## config.mk

```make
export PLATFORM = sky130hd
export DESIGN_NAME = cu_prefetch_command_issue_control
export DESIGN_NICKNAME = d
export VERILOG_FILES = /design/src/rtl/cu_pkg.sv /design/src/rtl/cu_prefetch_command_fifo.sv /design/src/rtl/cu_prefetch_command_issue_control.sv
export SDC_FILE = /design/constraint.sdc
export NUM_CORES = 2
export LEC_CHECK = 0
export BUFFER_PORTS_ARGS = -buffer_cell sky130_fd_sc_hd__buf_2
export CORE_MARGIN = 1.5
export CORE_UTILIZATION = 30
export DETAILED_ROUTE_END_ITERATION = 8
export PLACE_DENSITY = 0.49
export REMOVE_ABC_BUFFERS = 1
export SETUP_SLACK_MARGIN = 0.02
export SLEW_MARGIN = 20
export SYNTH_ARGS = -nofsm -noshare
export SYNTH_HDL_FRONTEND = slang
export SYNTH_SLANG_ARGS = --single-unit
```

## constraint.sdc

```tcl
create_clock -name clock -period 5.5 [get_ports clock]
set_clock_uncertainty 0.15 [all_clocks]
set_input_delay 0.275 -clock clock [delete_from_list [all_inputs] [get_ports clock]]
set_output_delay 0.275 -clock clock [all_outputs]
set_load 0.01 [all_outputs]
```

## src/rtl/cu_pkg.sv

```systemverilog
// Shared types and defaults for the compute-unit prefetch command issue path.
//   CommandBufferLine  : command from the stream engine / to the AFU port
//   ResponseBufferLine : response stream entry; cmd.cu_id routes credits
//   BufferStatus       : FIFO occupancy report used as upstream backpressure
//   issue_state_e      : issue FSM states
package cu_pkg;

   localparam int CU_ID_W = 8;

   localparam int                 DEF_FIFO_DEPTH           = 32;
   localparam int                 DEF_ALFULL_MARGIN        = 4;
   localparam int                 DEF_MAX_OUTSTANDING      = 16;
   localparam logic [CU_ID_W-1:0] PREFETCH_READ_CONTROL_ID = 8'h0A;

   typedef struct packed {
      logic [CU_ID_W-1:0] cu_id;
      logic [7:0]         tag;
   } CommandMeta;

   typedef struct packed {
      logic        valid;
      logic [31:0] address;
      logic [7:0]  size;
      CommandMeta  cmd;
   } CommandBufferLine;

   typedef struct packed {
      logic       valid;
      CommandMeta cmd;
   } ResponseBufferLine;

   typedef struct packed {
      logic valid;
      logic empty;
      logic alfull;
      logic full;
   } BufferStatus;

   typedef enum logic [1:0] {
      DISABLED = 2'd0,
      IDLE     = 2'd1,
      REQUEST  = 2'd2,
      ISSUE    = 2'd3
   } issue_state_e;

endpackage

```

## src/rtl/cu_prefetch_command_fifo.sv

```systemverilog
// Synchronous show-ahead FIFO with occupancy count.
//   push_i/wdata_i : write (ignored when full)
//   pop_i          : advance head (ignored when empty)
//   rdata_o        : current head entry
//   count_o        : current occupancy
//   count_nxt_o    : occupancy after this cycle's push/pop
module cu_prefetch_command_fifo #(
   parameter int DEPTH = 32,
   parameter int W     = 8
) (
   input  logic                         clock,
   input  logic                         rstn,
   input  logic                         push_i,
   input  logic                         pop_i,
   input  logic [W-1:0]                 wdata_i,
   output logic [W-1:0]                 rdata_o,
   output logic [$clog2(DEPTH+1)-1:0]   count_o,
   output logic [$clog2(DEPTH+1)-1:0]   count_nxt_o
);
   localparam int AW = $clog2(DEPTH);
   localparam int CW = $clog2(DEPTH+1);

   logic [W-1:0]  mem_q [DEPTH];
   logic [AW-1:0] wptr_q, rptr_q;
   logic [CW-1:0] count_q;
   logic          push_ok, pop_ok;

   assign push_ok     = push_i && (count_q != CW'(DEPTH));
   assign pop_ok      = pop_i && (count_q != '0);
   assign count_nxt_o = count_q + CW'(push_ok) - CW'(pop_ok);
   assign count_o     = count_q;
   assign rdata_o     = mem_q[rptr_q];

   // DEPTH is a power of two, so pointers wrap naturally.
   always_ff @(posedge clock or negedge rstn) begin
      if (!rstn) begin
         wptr_q  <= '0;
         rptr_q  <= '0;
         count_q <= '0;
      end else begin
         if (push_ok) wptr_q <= wptr_q + AW'(1);
         if (pop_ok)  rptr_q <= rptr_q + AW'(1);
         count_q <= count_nxt_o;
      end
   end

   always_ff @(posedge clock) begin
      if (push_ok) mem_q[wptr_q] <= wdata_i;
   end

endmodule

```

## src/rtl/cu_prefetch_command_issue_control.sv

```systemverilog
// Prefetch command issue control: buffers stream-engine commands, reports
// FIFO status as backpressure, arbitrates for the AFU command port and caps
// in-flight reads with a credit counter.
//   enabled_in                      : block enable (registered once)
//   prefetch_command_in             : commands to queue
//   prefetch_response_in            : responses; matching cu_id returns a credit
//   command_arbiter_grant           : arbiter grant
//   prefetch_command_buffer_status  : registered FIFO status
//   command_arbiter_request         : registered arbiter request
//   prefetch_command_out            : issued command, valid for one cycle
//   outstanding_count/issued_count  : in-flight and lifetime issue counters
//   issue_error                     : sticky overflow / credit underflow
module cu_prefetch_command_issue_control
   import cu_pkg::*;
#(
   parameter int                 FIFO_DEPTH             = DEF_FIFO_DEPTH,
   parameter int                 ALFULL_MARGIN          = DEF_ALFULL_MARGIN,
   parameter int                 MAX_OUTSTANDING        = DEF_MAX_OUTSTANDING,
   parameter logic [CU_ID_W-1:0] CU_PREFETCH_CONTROL_ID = PREFETCH_READ_CONTROL_ID
) (
   input  logic                                 clock,
   input  logic                                 rstn,
   input  logic                                 enabled_in,
   input  CommandBufferLine                     prefetch_command_in,
   input  ResponseBufferLine                    prefetch_response_in,
   input  logic                                 command_arbiter_grant,
   output BufferStatus                          prefetch_command_buffer_status,
   output logic                                 command_arbiter_request,
   output CommandBufferLine                     prefetch_command_out,
   output logic [$clog2(MAX_OUTSTANDING+1)-1:0] outstanding_count,
   output logic [31:0]                          issued_count,
   output logic                                 issue_error
);
   localparam int CW = $clog2(FIFO_DEPTH+1);
   localparam int OW = $clog2(MAX_OUTSTANDING+1);
   localparam logic [CW-1:0] FULL_TH  = CW'(FIFO_DEPTH);
   localparam logic [CW-1:0] ALF_TH   = CW'(FIFO_DEPTH - ALFULL_MARGIN);
   localparam logic [OW-1:0] OUT_MAX  = OW'(MAX_OUTSTANDING);

   issue_state_e     state_q;
   logic             enabled_q, request_q, err_q;
   CommandBufferLine cmd_out_q, head, issue_cmd;
   BufferStatus      status_q;
   logic [OW-1:0]    out_q, out_d;
   logic [31:0]      issued_q;
   logic [CW-1:0]    fifo_cnt, fifo_cnt_nxt;
   logic             push, pop, overflow, credit, issue_inc, underflow, can_req;
   logic [7:0]       unused_resp_tag;

   assign unused_resp_tag = prefetch_response_in.cmd.tag;

   assign push      = prefetch_command_in.valid && enabled_q;
   assign overflow  = push && (fifo_cnt == FULL_TH);
   assign pop       = (state_q == REQUEST) && command_arbiter_grant;
   assign credit    = prefetch_response_in.valid &&
                      (prefetch_response_in.cmd.cu_id == CU_PREFETCH_CONTROL_ID);
   assign issue_inc = (state_q == ISSUE);

   cu_prefetch_command_fifo #(
      .DEPTH (FIFO_DEPTH),
      .W     ($bits(CommandBufferLine))
   ) u_fifo (
      .clock       (clock),
      .rstn        (rstn),
      .push_i      (push),
      .pop_i       (pop),
      .wdata_i     (prefetch_command_in),
      .rdata_o     (head),
      .count_o     (fifo_cnt),
      .count_nxt_o (fifo_cnt_nxt)
   );

   // Issue and credit in the same cycle cancel; a credit with nothing in
   // flight is an error and leaves the count at zero.
   always_comb begin
      out_d     = out_q;
      underflow = 1'b0;
      if (issue_inc && !credit) begin
         out_d = out_q + OW'(1);
      end else if (!issue_inc && credit) begin
         if (out_q == '0) underflow = 1'b1;
         else             out_d     = out_q - OW'(1);
      end
   end

   // Uses the post-credit count so a freshly returned credit can re-arm the
   // request immediately; FIFO count is the registered one, giving push->request
   // a two-cycle latency.
   assign can_req = (fifo_cnt != '0) && (out_d < OUT_MAX) && enabled_q;

   always_comb begin
      issue_cmd           = head;
      issue_cmd.valid     = 1'b1;
      issue_cmd.cmd.cu_id = CU_PREFETCH_CONTROL_ID;
   end

   always_ff @(posedge clock or negedge rstn) begin
      if (!rstn) begin
         state_q   <= DISABLED;
         request_q <= 1'b0;
         cmd_out_q <= '0;
      end else begin
         request_q <= 1'b0;
         cmd_out_q <= '0;
         case (state_q)
            DISABLED: if (enabled_q) state_q <= IDLE;
            IDLE: begin
               if (!enabled_q) begin
                  state_q <= DISABLED;
               end else if (can_req) begin
                  state_q   <= REQUEST;
                  request_q <= 1'b1;
               end
            end
            REQUEST: begin
               if (command_arbiter_grant) begin
                  state_q   <= ISSUE;
                  cmd_out_q <= issue_cmd;
               end else if (!enabled_q) begin
                  state_q <= DISABLED;
               end else begin
                  request_q <= 1'b1;
               end
            end
            ISSUE: begin
               if (can_req) begin
                  state_q   <= REQUEST;
                  request_q <= 1'b1;
               end else begin
                  state_q <= IDLE;
               end
            end
            default: state_q <= DISABLED;
         endcase
      end
   end

   always_ff @(posedge clock or negedge rstn) begin
      if (!rstn) begin
         enabled_q <= 1'b0;
         out_q     <= '0;
         issued_q  <= '0;
         err_q     <= 1'b0;
         status_q  <= '{valid: 1'b0, empty: 1'b1, alfull: 1'b0, full: 1'b0};
      end else begin
         enabled_q       <= enabled_in;
         out_q           <= out_d;
         issued_q        <= issued_q + 32'(issue_inc);
         if (overflow || underflow) err_q <= 1'b1;
         status_q.valid  <= enabled_in;
         status_q.empty  <= (fifo_cnt_nxt == '0);
         status_q.alfull <= (fifo_cnt_nxt >= ALF_TH);
         status_q.full   <= (fifo_cnt_nxt == FULL_TH);
      end
   end

   assign prefetch_command_buffer_status = status_q;
   assign command_arbiter_request        = request_q;
   assign prefetch_command_out           = cmd_out_q;
   assign outstanding_count              = out_q;
   assign issued_count                   = issued_q;
   assign issue_error                    = err_q;

endmodule

```

## After elaboration in Yosys (flattened, before gate mapping)

Memories as Yosys holds them, arrays and structs flattened.
Cells that the tools add are included.

| operators by class | value |
|---|---|
| add/sub/neg operators | 7 |
| multipliers | 0 |
| div/mod/pow operators | 0 |
| $lt $le $gt $ge | 2 |
| equal/unequal tests | 10 |
| shift operators | 0 |
| mux-type cells | 22 |
| bitwise logic cells | 0 |
| reductions and logical operators | 18 |

Operators with widths:

| kind | count |
|---|---|
| $mux W57 | 2 |
| $add A32 B1 Y32 | 1 |
| $add A5 B1 Y5 const B | 3 |
| $mux W5 | 3 |
| $eq A6 B6 Y1 const B | 2 |
| $mux W2 | 6 |
| $logic_and A1 B1 Y1 | 10 |
| $mux W1 | 9 |
| $eq A8 B4 Y1 const B | 1 |
| $pmux W2 S4 | 1 |
| $add A6 B1 Y6 | 1 |
| $ge A6 B5 Y1 const B | 1 |
| $logic_not A6 Y1 | 1 |
| $ne A3 B3 Y1 const B | 2 |
| $ne A6 B6 Y1 const B | 1 |
| $reduce_bool A6 Y1 | 1 |
| $sub A6 B1 Y6 | 1 |
| $logic_not A5 Y1 | 1 |
| $lt A5 B5 Y1 const B | 1 |
| $sub A5 B1 Y5 const B | 1 |
| $eq A2 B2 Y1 const B | 2 |
| $pmux W1 S3 | 1 |
| $reduce_and A3 Y1 | 1 |
| $eq A2 B1 Y1 const B | 1 |
| other kinds (4) | 5 |

| storage, ports and cells | value |
|---|---|
| flip-flop bits (word level) | 118 |
| bits in latches | 0 |
| memory bits (writable) | 1824 |
| bits in read-only memories | 0 |
| input bits | 78 |
| output and inout port bits | 100 |
| logic and storage cells | 77 |
| memories | 1 |

Memory list:

| memory | depth | width | read ports | clocked after Yosys merged registers in | write ports | line | RTL |
|---|---|---|---|---|---|---|---|
| u_fifo.mem_q | 32 | 57 | 1 | 0 | 1 | cu_prefetch_command_fifo.sv:23 | `logic [W-1:0] mem_q [DEPTH];` |

## Longest topological paths before layout

| depth | value |
|---|---|
| depth after elaboration | 11 |
| gate-level depth with buffers | 14 |
| gate-level depth less buffers | 14 |

## By module

A second synthesis with hierarchy kept.

| unflattened totals | value |
|---|---|
| cells, all modules | 3417 |
| area total of the unflattened synthesis | 73590.6 um2 |

Modules (own cells, without submodules):

| module | instances | cells each | area an instance (um2) | sequential area each (um2) |
|---|---|---|---|---|
| cu_prefetch_command_fifo | 1 | 3102 | 69778.2 | 55172.9 |
| cu_prefetch_command_issue_control | 1 | 315 | 3812.4 | 2353.5 |

## Least setup slack after synthesis

OpenSTA, ideal clock, no wires.

| path | value |
|---|---|
| path type | register to register |
| start | reg u_fifo.count_q[2], in the netlist u_fifo.count_o[2] |
| end | mem u_fifo.mem_q[23][0] (netlist name) (enable) |
| library setup time | 0.523 ns |
| data arrival time | 4.992 ns |
| data required time | 4.827 ns |
| path slack | -0.164 ns |
| stages on the path, launching flop included | 8 |
| path buffers | 1 |
| period minus slack after synthesis | 5.664 ns |
| path through | dfrtp_1 inv_1 ha_1 and3_1 a21oi_1 buf_1 nand3_1 nor3b_1 |

| between the ends | value |
|---|---|
| longest elaborated chain between the ends | 4 |

RTL lines:

| item | line | RTL |
|---|---|---|
| start: declaration | cu_prefetch_command_fifo.sv:25 | `logic [CW-1:0] count_q;` |
| start signal: assignment | cu_prefetch_command_fifo.sv:43 | `count_q <= count_nxt_o;` |
| $ne A6 B6 Y1 | cu_prefetch_command_fifo.sv:28 | `assign push_ok = push_i && (count_q != CW'(DEPTH));` |
| $logic_and A1 B1 Y1 | cu_prefetch_command_fifo.sv:28 |  |
| via u_fifo.push_ok | cu_prefetch_command_fifo.sv:26 | `logic push_ok, pop_ok;` |
| $mux W1 | cu_prefetch_command_fifo.sv:48 | `if (push_ok) mem_q[wptr_q] <= wdata_i;` |
| $mux W1 (implied by the code) | cu_prefetch_command_fifo.sv:48 |  |
| end: declaration | cu_prefetch_command_fifo.sv:23 |  |

The timed path passes the listed nets, and every way through them passes these cells.

## Worst setup path after layout

| path | value |
|---|---|
| start | reg u_fifo.rptr_q[2] |
| end | reg cmd_out_q, in the netlist prefetch_command_out[45] |

| between the ends | value |
|---|---|
| longest elaborated chain between the ends | 3 |

RTL lines:

| item | line | RTL |
|---|---|---|
| start: declaration | cu_prefetch_command_fifo.sv:24 | `logic [AW-1:0] wptr_q, rptr_q;` |
| start signal: assignment | cu_prefetch_command_fifo.sv:42 | `if (pop_ok) rptr_q <= rptr_q + AW'(1);` |
| $mem_v2 Z32 W57 | - |  |
| $mux W57 | cu_prefetch_command_issue_control.sv:116 | `if (command_arbiter_grant) begin` |
| $mux W57 | cu_prefetch_command_issue_control.sv:105 | `case (state_q)` |
| end signal: assignment | cu_prefetch_command_issue_control.sv:118 | `cmd_out_q <= issue_cmd;` |
| end: declaration | cu_prefetch_command_issue_control.sv:42 | `CommandBufferLine cmd_out_q, head, issue_cmd;` |

No other way between the ends.
A chain may end at the register's enable or synchronous reset.

==> results.toml <==
[layout]
antenna_cells = 0
fin_cells = 6174
stdcell_area_sq_um = 73600
drive_above_1_share_pct = 25.9
layout_commonest_cell = "edfxtp_1"
layout_common_cells = "1536 x edfxtp_1, 290 x mux4_2, 188 x mux2i_1"
areaGrowthSynthToFinish_pct = 17.4
nets = 3339

[detailed_routing]
wl_um = 167000
wl_per_cell_um = 27.1
drtIter0Drc = 2780
via_count = 30691
drtAntennaViolNets = 0
route.detailed.drc = 0
dr.pass1.iters = 6
drt-vias-per-instance = 4.97

[sta]
min_period_ns = 3.79
maxSlewViolCount = 0
slew_headroom_pct = 32.9
setup_viol = 0
worst_slew_pin_slew_ns = 0.982
hold_viol = 0
post-route-period-util_pct = 69.0
rsz0062_at_grt = "no"
fmax_mhz = 264
setup_slack_ns = 1.71

[setup_path]
cpPeakStageDelay_ns = 1.04
reg2reg_slack_ns = 1.71
r2r-end = "prefetch_command_out[45]$_DFF_PN0_"
timing.critical_path.from = "u_fifo.rptr_q[2]$_DFFE_PN0P_"
end_kind = "flip-flop"
cp_max_fo = 43
timing.setup.critical_path_class = "reg -> reg"
crit_chain = "nand3_4, buf_4, o221ai_1, a21oi_1, a211oi_1"
start_kind = "flip-flop"
critPathCapture = "prefetch_command_out[45]$_DFF_PN0_"
slowest_stage = "dfrtp_4"
r2r-start = "u_fifo.rptr_q[2]$_DFFE_PN0P_"
cp_data_required_time_ns = 5.94
rr_worst_depth = 5
critPathArrivalTime_ns = 4.23

[global_routing]
grt_use_total_pct = 15.7
first_global_vias = 31227
antenna_found_initial = 10
grt_max_degree = 88
grt_first_pass_wirelength_um = 237000
grt-ovfl-total = 0

[cts]
cts_buffers = 176
cts.path.max_buffers = 3
htree_levels = 4
clockRootBuffer = "clkbuf_16"
clk_pin_slew_ns = 0.06
cts_tree = "done"
clk_latency_ns = 0.82
cts_resized = 0
cts.sinks = 1646

[placed_design]
port-buffer-count = 155
post-place-ws_ns = 1.66
dpl_cell_area_sq_um = 67300
place_congestion = 0.709
dp.cells = 5791
dp_hpwl_um = 88300

[power_and_ir_drop]
power_density_nw_per_um2 = 466
p_leak_nw = 24.0
vdd_drop_max_uv = 404
power_mw = 34.3

[die]
fp.dieW_um = 460
io_pins = 178
dieArea_sq_um = 212000
initial_core_util_pct = 30.2
coreArea_sq_um = 207000
die_h_um = 460
rows = 167

[flow_run]
drv_cap = 0

[worst_hold_path]
hold_path.startpoint = "prefetch_response_in[15]"
hp-class = "in -> reg"

[synth]
synth_edf_count = 1536
synth_seq_area_share_pct = 77.9
avgSynthCellArea_sq_um = 21.6
netlist_instances = 2906
synthArstFlopShare_pct = 6.68
ys_warn_count = 0
syn-cell-area_sq_um = 62700
yosys_register_bits = 1646
yosys.cell_types.count = 65
synthFlopType = "edfxtp_1"

[outcome]
status = "complete, no violations"
## worst min-delay path by stage
stage                                                  endpoint  slack, ns  depth (start not counted)
global placement    prefetch_command_buffer_status[3]$_DFF_PN0_       0.24                          1
detailed placement  prefetch_command_buffer_status[3]$_DFF_PN0_       0.23                          1
floorplan                     command_arbiter_request$_DFF_PN0_      -0.17                          0
global route                             state_q[0]$_DFFE_PN0P_       0.13                          3
CTS                                      state_q[0]$_DFFE_PN0P_       0.08                          3
finish                           outstanding_count[4]$_DFF_PN0_       0.14                          8
## cell usage after synthesis, types with 2 or more instances
| cell type | number | area share [%] |
|---|---|---|
| nor3b_1 | 3 | 0.036 |
| nand2_1 | 29 | 0.17 |
| edfxtp_1 | 1536 | 74 |
| inv_1 | 26 | 0.16 |
| o211a_1 | 2 | 0.032 |
| a21oi_1 | 41 | 0.33 |
| nand3b_1 | 3 | 0.036 |
| a2111oi_1 | 4 | 0.064 |
| nor3_1 | 9 | 0.072 |
| a2111oi_0 | 20 | 0.28 |
| dfrtp_1 | 109 | 4.3 |
| or3b_2 | 2 | 0.028 |
| buf_4 | 28 | 0.34 |
| buf_1 | 10 | 0.060 |
| a22o_1 | 47 | 0.66 |
| a211oi_2 | 4 | 0.080 |
| o21bai_1 | 3 | 0.036 |
| nand2b_1 | 4 | 0.040 |
| nand3_1 | 21 | 0.17 |
| nor4_1 | 4 | 0.040 |
| nor2_1 | 46 | 0.28 |
| a211oi_1 | 67 | 0.80 |
| xor2_1 | 17 | 0.24 |
| or2_2 | 3 | 0.030 |
| or3_1 | 2 | 0.020 |
| o21ai_0 | 8 | 0.064 |
| mux4_2 | 290 | 10 |
| a2111oi_2 | 12 | 0.29 |
| a22oi_1 | 49 | 0.59 |
| xnor2_1 | 24 | 0.34 |
| and4_1 | 4 | 0.056 |
| mux2i_1 | 188 | 3.0 |
| and3_1 | 7 | 0.070 |
| ha_1 | 20 | 0.40 |
| o221ai_1 | 47 | 0.66 |
| nor2b_1 | 4 | 0.040 |
| clkbuf_1 | 68 | 0.41 |
| a31oi_1 | 3 | 0.030 |
| o31ai_1 | 2 | 0.024 |
| buf_6 | 31 | 0.56 |
| o22ai_1 | 47 | 0.47 |
| buf_2 | 30 | 0.24 |
| nand4_1 | 10 | 0.10 |
## registers in the layout (all words and copies together), names as in the netlist
| signal | flops |
|---|---|
| outstanding_count | 5 |
| prefetch_command_buffer_status | 4 |
| issued_count | 32 |
| u_fifo.count_o | 6 |
| state_q | 2 |
| u_fifo.rptr_q | 5 |
| issue_error | 1 |
| prefetch_command_out | 49 |
| u_fifo.wptr_q | 5 |
| command_arbiter_request | 1 |
| u_fifo.mem_q | 1536 |
## critical path: cells and delay by family, from the launching register on
kind / cells / cell delay [ns]
and+or+nand+nor: 1 / 0.65
DFF: 1 / 1.04
AOI/OAI and AO/OA: 3 / 1.12
buffers and inverters: 1 / 0.53
## where the power goes
part           leakage (nW)  internal, mW  switching, mW
logic                  5.91          3.51           4.48
clock network          2.77          6.62           4.96
registers              15.3          14.2          0.502
total                  24.0          24.3           9.95
## layer usage
metal | track usage [%] | up-vias | part of all wire, %
met5 | 0 | - | 0
met4 | 4.39 | 0 | 2.3
met3 | 2.74 | 234 | 5.1
met2 | 25.3 | 898 | 48
met1 | 21.8 | 16624 | 45
li1 | - | 12935 | -
## final cells by class
type	instances	area (sq um)
Fill cell	19191	134000
Sequential cell	1646	48900
Multi-Input combinational cell	1069	13000
Clock buffer	231	4780
Tap cell	2788	3490
Timing Repair Buffer	321	2470
Clock inverter	93	862
Inverter	26	97.6
## cell families (layout without fill, tap and decap cells)
family | Yosys count | in the layout | share of synthesized area [%]
and+or+nand+nor | 157 | 157 | 1.27
AOI/OAI and AO/OA | 365 | 365 | 4.52
xor gates and xnor gates | 41 | 41 | 0.573
other | 1 | 6 | 0.00598
buffers and inverters | 196 | 671 | 1.82
adders and majority gates | 21 | 21 | 0.431
muxes | 479 | 479 | 13.4
DFF | 1646 | 1646 | 77.9
## per-stage QoR
| step | hold slack (ns) | utilization (%) | setup TNS [ns] |
|---|---|---|---|
| 5_1_grt | 0.129 | 35.5 | 0 |
| 3_5_place_dp | 0.234 | 32.5 | 0 |
| 6_report | 0.139 | 35.5 | 0 |
| 4_1_cts | 0.0763 | 35.5 | 0 |
| 2_1_floorplan | -0.171 | - | -729.43 |
| 3_3_place_gp | 0.237 | 32.5 | 0 |
## repair_timing
action / 4_1_cts / 5_1_grt
endpoints found under the hold margin: 1602 / 0
hold buffers: 59 / 0
buffers inserted: 0 / 0
Note: power is estimated with default switching activity, not from simulation.
